File: config.mk
export PLATFORM = sky130hd
export DESIGN_NAME = mca_sample_scheduler
export DESIGN_NICKNAME = d
export VERILOG_FILES = /design/src/rtl/mca_sample_scheduler.sv
export SDC_FILE = /design/constraint.sdc
export NUM_CORES = 1
export LEC_CHECK = 0
export BUFFER_PORTS_ARGS = -buffer_cell sky130_fd_sc_hd__buf_2
export CAP_MARGIN = 20
export CORE_MARGIN = 2
export CORE_UTILIZATION = 56
export CTS_CLUSTER_DIAMETER = 50
export CTS_CLUSTER_SIZE = 10
export DETAILED_ROUTE_END_ITERATION = 8
export PLACE_DENSITY = 0.84
export SETUP_SLACK_MARGIN = 0.4
export SLEW_MARGIN = 25
export SYNTH_ARGS = -nofsm -noshare
export SYNTH_HDL_FRONTEND = slang
export SYNTH_SLANG_ARGS = --single-unit
File: constraint.sdc
create_clock -name clk -period 4.27 [get_ports clk]
set_input_delay 0.427 -clock clk [delete_from_list [all_inputs] [get_ports clk]]
set_output_delay 0.427 -clock clk [all_outputs]
set_load 0.05 [all_outputs]
File: src/rtl/mca_sample_scheduler.sv
// mca_sample_scheduler
//   Sequences the hierarchical multi-clock FIR adder. Decimates control-vector
//   updates by a programmable ratio, issues one-cycle start pulses, waits out
//   the adder latency, captures the result and hands it downstream on a
//   valid/ready port. Sticky flags report overrun (start due while busy) and
//   dropped results (unconsumed result overwritten).
//
// Ports
//   clk, resetn          clock, asynchronous active-low reset
//   enable               run enable; low returns to IDLE (after any WAIT)
//   osr                  decimation ratio, latched in IDLE (0/1 = every update)
//   in_valid             control-vector update pulse
//   start                registered one-cycle start pulse to the adder
//   sample               adder result
//   out_valid/out_ready  downstream handshake
//   out_sample           captured result
//   busy                 adder computation in flight
//   overrun, dropped     sticky error flags
//   clear_flags          synchronous clear of the sticky flags
module mca_sample_scheduler #(
    parameter int WIDTH_COEFFICIENT = 32,
    parameter int LATENCY           = 12,
    parameter int OSR_WIDTH         = 8
) (
    input  logic                                clk,
    input  logic                                resetn,
    input  logic                                enable,
    input  logic [OSR_WIDTH-1:0]                osr,
    input  logic                                in_valid,
    output logic                                start,
    input  logic signed [WIDTH_COEFFICIENT-1:0] sample,
    output logic                                out_valid,
    input  logic                                out_ready,
    output logic signed [WIDTH_COEFFICIENT-1:0] out_sample,
    output logic                                busy,
    output logic                                overrun,
    output logic                                dropped,
    input  logic                                clear_flags
);

    typedef enum logic [1:0] {IDLE, COUNT, WAIT} state_e;

    localparam logic [7:0]           LAT = 8'(LATENCY);
    localparam logic [OSR_WIDTH-1:0] ONE = OSR_WIDTH'(1);

    state_e                              state_q, state_d;
    logic [OSR_WIDTH-1:0]                osr_q, osr_d;
    logic [OSR_WIDTH-1:0]                dcnt_q, dcnt_d;
    logic [7:0]                          lat_q, lat_d;
    logic                                start_q, start_d;
    logic                                ovalid_q, ovalid_d;
    logic signed [WIDTH_COEFFICIENT-1:0] osample_q, osample_d;
    logic                                overrun_q, overrun_d;
    logic                                dropped_q, dropped_d;

    logic terminal;
    logic capture;

    // Terminal update: this in_valid completes a decimation period.
    assign terminal = in_valid && ((osr_q <= ONE) || (dcnt_q == osr_q - ONE));
    // Latency counter holds 1 in the last WAIT cycle; the result is stable then.
    assign capture  = (state_q == WAIT) && (lat_q == 8'd1);

    always_comb begin
        state_d   = state_q;
        osr_d     = osr_q;
        dcnt_d    = dcnt_q;
        lat_d     = lat_q;
        start_d   = 1'b0;
        ovalid_d  = ovalid_q;
        osample_d = osample_q;
        overrun_d = overrun_q;
        dropped_d = dropped_q;

        case (state_q)
            IDLE: begin
                osr_d  = osr;
                dcnt_d = '0;
                if (enable) state_d = COUNT;
            end
            COUNT: begin
                if (!enable) begin
                    state_d = IDLE;
                end else if (in_valid) begin
                    if (terminal) begin
                        dcnt_d  = '0;
                        start_d = 1'b1;
                        lat_d   = LAT;
                        state_d = WAIT;
                    end else begin
                        dcnt_d = dcnt_q + ONE;
                    end
                end
            end
            WAIT: begin
                lat_d = lat_q - 8'd1;
                // Updates keep counting; a decimation point here cannot start.
                if (in_valid) begin
                    if (terminal) begin
                        dcnt_d    = '0;
                        overrun_d = 1'b1;
                    end else begin
                        dcnt_d = dcnt_q + ONE;
                    end
                end
                // enable is honoured only once the in-flight result is captured.
                if (capture) state_d = enable ? COUNT : IDLE;
            end
            default: state_d = IDLE;
        endcase

        // A capture coinciding with a handshake reloads without dropping.
        if (capture) begin
            osample_d = sample;
            ovalid_d  = 1'b1;
            if (ovalid_q && !out_ready) dropped_d = 1'b1;
        end else if (ovalid_q && out_ready) begin
            ovalid_d = 1'b0;
        end

        if (clear_flags) begin
            overrun_d = 1'b0;
            dropped_d = 1'b0;
        end
    end

    always_ff @(posedge clk or negedge resetn) begin
        if (!resetn) begin
            state_q   <= IDLE;
            osr_q     <= '0;
            dcnt_q    <= '0;
            lat_q     <= '0;
            start_q   <= 1'b0;
            ovalid_q  <= 1'b0;
            osample_q <= '0;
            overrun_q <= 1'b0;
            dropped_q <= 1'b0;
        end else begin
            state_q   <= state_d;
            osr_q     <= osr_d;
            dcnt_q    <= dcnt_d;
            lat_q     <= lat_d;
            start_q   <= start_d;
            ovalid_q  <= ovalid_d;
            osample_q <= osample_d;
            overrun_q <= overrun_d;
            dropped_q <= dropped_d;
        end
    end

    assign start      = start_q;
    assign busy       = (state_q == WAIT);
    assign out_valid  = ovalid_q;
    assign out_sample = osample_q;
    assign overrun    = overrun_q;
    assign dropped    = dropped_q;

endmodule

==> flow_metrics.py, run 1 <==
metrics = {
    "timing": {
        "setup_violation_total_in_the_final_timing_report": 0,
        "max_slew.worst_pin.slew_ns": 0.765,
        "clock-skew-final_ns": 0.00921,
        "setup_ws_ns": 1.73,
        "totalNegativeSetupSlack_ns": 0,
        "maxClockFrequency_ghz": 0.394,
        "layout_worst_path_cycle_share_pct": 59.4,
        "hold_viol_final": 0,
        "worst_slew_margin_rel_pct": 49.0,
        "period_needed_ns": 2.54,
        "finalMaxSlewViolations": 0,
        "rsz0062_at_grt": "no",
    },
    "drt": {
        "drt-vias-per-instance": 5.51,
        "routed_wirelength_mm": 6.69,
        "route.detailed.drc": 0,
        "first_iter_violations": 149,
        "drt_first_pass_iters": 4,
        "drtAntennaViolNets": 0,
        "routed_wire_length_per_instance_um": 15.4,
        "routed-via-count": 2384,
    },
    "yosys": {
        "yosysSeqAreaShare_pct": 50.4,
        "synth_enable_flop_cells": 0,
        "synth_warnings": 0,
        "synth-seq-cells": 62,
        "synthesis.area_mm2": 0.00308,
        "postSynthCellCount": 270,
        "syn_avg_cell_area_um2": 11.4,
        "synth_async_sr_flop_share_pct": 100,
        "dominant_register_cell_in_the_synthesized_netlist": "sky130_fd_sc_hd__dfrtp_1",
        "yosys.cell_types.count": 46,
        "syn_nets": 325,
    },
    "power": {
        "power.net_switching_mw": 0.691,
        "clockPowerShare_pct": 29.8,
        "power.share.switching_pct": 35.0,
        "power.total_mw": 1.98,
        "worst_ir_drop_vdd_mv": 0.286,
        "comb_power_share_pct": 30.2,
        "leakage_nw": 1.86,
        "power_frac_seq_pct": 40.0,
        "power.density_cell_area_mw_per_mm2": 523,
        "internal_power_mw": 1.29,
    },
    "floorplanning": {
        "design.die.area_mm2": 0.00610,
        "core_area_mm2": 0.00520,
        "top_level_ports": 83,
        "placement_rows": 26,
        "starting_density_of_the_core_pct": 59.1,
        "die_width_um": 78.1,
        "chipHeight_um": 78.1,
    },
    "grt": {
        "grt_max_degree": 63,
        "overflow": 0,
        "grt_use_total_pct": 23.3,
        "grt_antenna_before_repair": 0,
        "first_pass_grt_wire_length_mm": 11.0,
        "grt_pass1_vias": 2432,
    },
    "clocking": {
        "cts_hold_repair.buffers": 0,
        "tritoncts": "yes",
        "number_of_instances_resized_during_post_cts_repair": 0,
        "postCtsSetupBuffers": 0,
        "clkSinkCount": 62,
        "clk_pin_slew_worst_paths_ns": 0.07,
        "htree_levels": 3,
        "cts-root-to-sink-buffers": 2,
        "worstSkewPairLatency_ns": 0.34,
        "num_cts_buffers": 9,
        "cts-root-buf": "sky130_fd_sc_hd__clkbuf_8",
    },
    "job": {
        "maxCapViolCount": 0,
    },
    "placed_design": {
        "dpl-instance-area_mm2": 0.00355,
        "buffer_ports.inserted": 82,
        "gp_routability_congestion": 0.853,
        "pre_cts_slack_ns": 1.78,
        "place.detailed.hpwl_mm": 4.88,
    },
    "worst_setup_path": {
        "path_max_fanout": 7,
        "worst_ep_arrival_time_ns": 2.75,
        "timing.critical_path.to_type": "register",
        "worst_r2r_endpoint": "state_q[0]",
        "ff2ff_path_depth": 6,
        "critical_path_required_ns": 4.49,
        "reg2reg_setup_slack_ns": 1.73,
        "cp-startpoint": "osr_q[3]",
        "critical_path.reg2reg.startpoint": "osr_q[3]",
        "critical_path.startpoint_type": "register",
        "worst-setup-path-type": "register to register",
    },
    "min_path": {
        "timing.hold.worst.class": "input pin to async pin",
    },
    "run_status": {
        "status": "completed",
    },
    "layout": {
        "final_design_area_no_fill_mm2": 0.00378,
        "nets": 413,
        "diodes": 0,
        "count_of_filler_cells_inserted_in_the_layout": 369,
        "commonest_cells_after_routing_fill_and_taps_aside": "sky130_fd_sc_hd__buf_2 (82), sky130_fd_sc_hd__dfrtp_1 (62), sky130_fd_sc_hd__mux2_2 (39), sky130_fd_sc_hd__nand2_1 (18)",
        "syn2layout_area_growth_pct": 22.8,
        "layout_commonest_cell": "sky130_fd_sc_hd__buf_2",
        "utilization_pct": 72.6,
        "layout-drive-gt1-share_pct": 41.6,
    },
}
==> critical path, cell delays in order (launching register included) <==
cell and delay (ns):
sky130_fd_sc_hd__dfrtp_1 0.44, sky130_fd_sc_hd__or4_1 0.58, sky130_fd_sc_hd__nand2b_1 0.23, sky130_fd_sc_hd__xnor2_2 0.20
sky130_fd_sc_hd__a31oi_1 0.48, sky130_fd_sc_hd__a31oi_1 0.16, sky130_fd_sc_hd__mux2_1 0.33
==> Yosys cell counts, drive strengths merged (5+ instances only) <==
library cell | n | area (um2)
nand2 | 18 | 67.6
inv | 13 | 48.8
a21o | 6 | 45.0
nor3 | 10 | 50.1
ha | 9 | 113
o21ai | 11 | 55.1
nor2 | 13 | 48.8
nand3 | 8 | 40.0
dfrtp | 62 | 1550
xor2 | 7 | 61.3
xnor2 | 5 | 51.3
nand2b | 7 | 43.8
mux2 | 40 | 450
a21oi | 8 | 40.0
==> power by group through the flow <==
stage          Clock (mW)  Combinational, mW  Sequential, mW
2_1_floorplan           0              0.429           0.819
3_3_place_gp            0              0.570           0.794
3_5_place_dp            0              0.590           0.799
4_1_cts             0.596              0.597           0.789
5_1_grt             0.620              0.666           0.808
6_report            0.588              0.597           0.791
==> layout make-up <==
class,instances,area (um2),share of cell area (%)
inverter,13,48.8,1.29
clock buffer,10,138,3.64
tap,70,87.6,2.32
timing repair buffer,84,425,11.3
multi-input combinational,188,1430,38.0
sequential,62,1550,41.1
clock inverter,6,92.6,2.45
==> worst max-delay path by stage <==
stage / slack [ns] / to
6_report: 1.73 / state_q[0]
5_1_grt: 1.58 / state_q[0]
4_1_cts: 1.77 / state_q[0]
3_5_place_dp: 1.78 / state_q[0]
3_3_place_gp: 1.84 / state_q[0]
2_1_floorplan: 1.96 / state_q[0]
==> logic make-up after synthesis <==
kind of cell	share of synthesized area (%)
XOR/XNOR	3.66
AND/OR/NAND/NOR	14.0
multiplexers	14.6
flip-flops	50.4
AO/OA/AOI/OAI	10.6
buffers and inverters	2.93
adder cells (fa/ha/maj)	3.66
==> state kept, by name, summed over array words and instances (netlist names), 2 cells and up <==
signal,cells
dcnt_q,8
out_sample,32
state_q,2
lat_q,8
osr_q,8
==> layer usage <==
metal	track usage, %	share of wire [%]	vias up
met3	4.25	5.0	14
met2	39.7	52	71
met5	0	0	-
met4	12.8	2.5	0
met1	28.1	41	1160
li1	-	-	1139
==> stage by stage <==
step	cells	hold WS (ns)
finish	433	0.236
floorplan	270	0.131
global route	433	0.247
detailed placement	417	0.489
global placement	417	0.479
CTS	433	0.241
(Power assumes the default switching activity.)
==> run 2, diff against run 1 <==
--- a/config.mk
+++ b/config.mk
@@ -8,11 +8,11 @@
 export BUFFER_PORTS_ARGS = -buffer_cell sky130_fd_sc_hd__buf_2
 export CAP_MARGIN = 20
 export CORE_MARGIN = 2
-export CORE_UTILIZATION = 56
+export CORE_UTILIZATION = 47
 export CTS_CLUSTER_DIAMETER = 50
 export CTS_CLUSTER_SIZE = 10
 export DETAILED_ROUTE_END_ITERATION = 8
-export PLACE_DENSITY = 0.84
+export PLACE_DENSITY = 0.76
 export SETUP_SLACK_MARGIN = 0.4
 export SLEW_MARGIN = 25
 export SYNTH_ARGS = -nofsm -noshare
==> constraint.sdc (replaced) <==
create_clock -name clk -period 2.3 [get_ports clk]
set_input_delay 0.23 -clock clk [delete_from_list [all_inputs] [get_ports clk]]
set_output_delay 0.23 -clock clk [all_outputs]
set_load 0.05 [all_outputs]
==> flow_metrics.py, run 2 (synthesized netlist as in run 1, its figures left out) <==
metrics = {
    "run_status": {
        "status": "finished with violations",
        "failed_checks": "negative setup slack",
    },
    "drt": {
        "drt-vias-per-instance": 5.37,
        "first_iter_violations": 128,
        "route.detailed.drc": 0,
        "routed-via-count": 2512,
        "drtAntennaViolNets": 0,
        "routed_wire_length_per_instance_um": 15.8,
        "drt_first_pass_iters": 4,
        "routed_wirelength_mm": 7.40,
    },
    "worst_setup_path": {
        "buffers_and_inverters_on_the_worst_path": 1,
        "worst_r2r_endpoint": "dcnt_q[7]",
        "worst-setup-path-type": "register to register",
        "path_max_fanout": 5,
        "worstPathCellList": "buf_4, xnor2_1, o21ai_0, o211a_4, a311o_2, or3_1, o211ai_2",
        "critical-path-top-delay-family": "compound AO/OA/AOI/OAI gates",
        "critical_path.reg2reg.startpoint": "osr_q[4]",
        "reg2reg_setup_slack_ns": -0.01,
        "ff2ff_path_depth": 7,
        "critical_path_required_ns": 2.56,
        "timing.critical_path.to_type": "register",
        "crit_path_max_incr_delay_ns": 0.45,
        "worst_ep_arrival_time_ns": 2.57,
        "critical_path.startpoint_type": "register",
        "critical_path.slowest_cell": "sky130_fd_sc_hd__a311o_2",
    },
    "clocking": {
        "cts-root-buf": "sky130_fd_sc_hd__clkbuf_8",
        "clk_pin_slew_worst_paths_ns": 0.07,
        "cts-root-to-sink-buffers": 2,
        "worstSkewPairLatency_ns": 0.35,
        "htree_levels": 3,
        "num_cts_buffers": 9,
        "tritoncts": "yes",
        "clkSinkCount": 62,
    },
    "timing": {
        "setup_violation_total_in_the_final_timing_report": 1,
        "clock-skew-final_ns": 0.0155,
        "max_slew.worst_pin.slew_ns": 0.516,
        "layout_worst_path_cycle_share_pct": 101,
        "finalHoldWorstSlack_ns": 0.0655,
        "setup_ws_ns": -0.0147,
        "maxClockFrequency_ghz": 0.432,
        "totalNegativeSetupSlack_ns": -0.0147,
        "period_needed_ns": 2.31,
        "worst_slew_margin_rel_pct": 65.4,
        "hold_viol_final": 0,
        "finalMaxSlewViolations": 0,
        "rsz0062_at_grt": "yes",
    },
    "power": {
        "leakage_nw": 2.05,
        "power_frac_seq_pct": 35.0,
        "power.net_switching_mw": 1.54,
        "power.share.switching_pct": 36.7,
        "worst_ir_drop_vdd_mv": 0.539,
        "comb_power_share_pct": 40.1,
        "internal_power_mw": 2.66,
        "clockPowerShare_pct": 24.9,
        "power.density_cell_area_mw_per_mm2": 999,
    },
    "layout": {
        "diodes": 0,
        "utilization_pct": 66.3,
        "syn2layout_area_growth_pct": 37.0,
        "nets": 441,
        "largest_reg_flops": 32,
        "commonest_cells_after_routing_fill_and_taps_aside": "sky130_fd_sc_hd__buf_2 (82), sky130_fd_sc_hd__dfrtp_1 (61), sky130_fd_sc_hd__mux2_2 (39), sky130_fd_sc_hd__buf_4 (22), sky130_fd_sc_hd__nand2_1 (18)",
        "layout-drive-gt1-share_pct": 51.2,
        "layout_commonest_cell": "sky130_fd_sc_hd__buf_2",
    },
    "floorplanning": {
        "starting_density_of_the_core_pct": 48.4,
        "placement_rows": 29,
        "top_level_ports": 83,
        "die_width_um": 84.9,
        "design.die.area_mm2": 0.00721,
        "core_area_mm2": 0.00635,
        "chipHeight_um": 84.9,
    },
    "grt": {
        "grt_use_total_pct": 20.6,
        "grt_max_degree": 35,
        "grt_antenna_before_repair": 0,
        "grt_pass1_vias": 2512,
        "overflow": 0,
        "first_pass_grt_wire_length_mm": 11.7,
    },
    "placed_design": {
        "gp_routability_congestion": 0.797,
        "buffer_ports.inserted": 82,
        "place.detailed.hpwl_mm": 4.80,
    },
    "min_path": {
        "worst_hold_startpoint": "clear_flags",
        "worst_hold_endpoint": "dropped",
        "timing.hold.worst.class": "input pin to register",
        "min_delay_path_depth": 2,
    },
    "job": {
        "maxCapViolCount": 0,
    },
}
run 2: cell count changes in the layout (fill, tap and decap cells not counted), sizes merged:
cell and change:
a311o +1, buf +26, clkinv +2, clkinvlp -1
dlygate4sd3 +1, inv -1
run 2: worst max-delay path by stage:
stage,from,to,cells after the start
floorplan,osr_q[3],dcnt_q[7],6
global placement,osr_q[6],lat_q[7],5
detailed placement,osr_q[6],lat_q[7],5
CTS,osr_q[0],dcnt_q[7],6
global route,osr_q[4],dcnt_q[5],8
finish,osr_q[4],dcnt_q[7],7
run 2: repair_timing:
action,in CTS,in global routing
pin swaps,5,8
resized for setup,11,22
cloned,1,0
hold endpoints to repair,19,0
setup endpoints to repair,51,53
hold buffers,1,0
setup buffers,11,4
run 2: layout make-up:
cell class                      count  area [um2]
Sequential cell                    62        1550
Inverter                           13        48.8
Multi-Input combinational cell    189        1650
Clock inverter                      6        86.3
Timing Repair Buffer              111         653
Tap cell                           77        96.3
Fill cell                         467        2140
Clock buffer                       10         128
run 2: power by group through the flow:
stage	logic, mW	clock network (mW)	registers [mW]
6_report	1.69	1.05	1.47
3_5_place_dp	1.30	0	1.46
3_3_place_gp	1.27	0	1.45
4_1_cts	1.48	1.05	1.43
2_1_floorplan	0.871	0	1.52
5_1_grt	1.83	1.11	1.50
run 2: metal layers:
layer / vias up / track usage (%) / routed length, um
li1: 1190 / - / -
met1: 1226 / 28.5 / 3230
met2: 91 / 32.0 / 3570
met3: 5 / 4.28 / 524
met4: 0 / 7.94 / 67
met5: - / 0 / 0
run 2: metrics by stage:
| stage | cells | cell area (um2) | power [mW] | setup slack [ns] |
|---|---|---|---|---|
| 2_1_floorplan | 270 | 3140 | 2.40 | 0.136 |
| 3_3_place_gp | 435 | 3700 | 2.72 | 0.0844 |
| 3_5_place_dp | 435 | 3700 | 2.75 | 0.0356 |
| 4_1_cts | 464 | 4070 | 3.96 | 0.0397 |
| 5_1_grt | 468 | 4210 | 4.43 | -0.147 |
| 6_report | 468 | 4210 | 4.21 | -0.0147 |
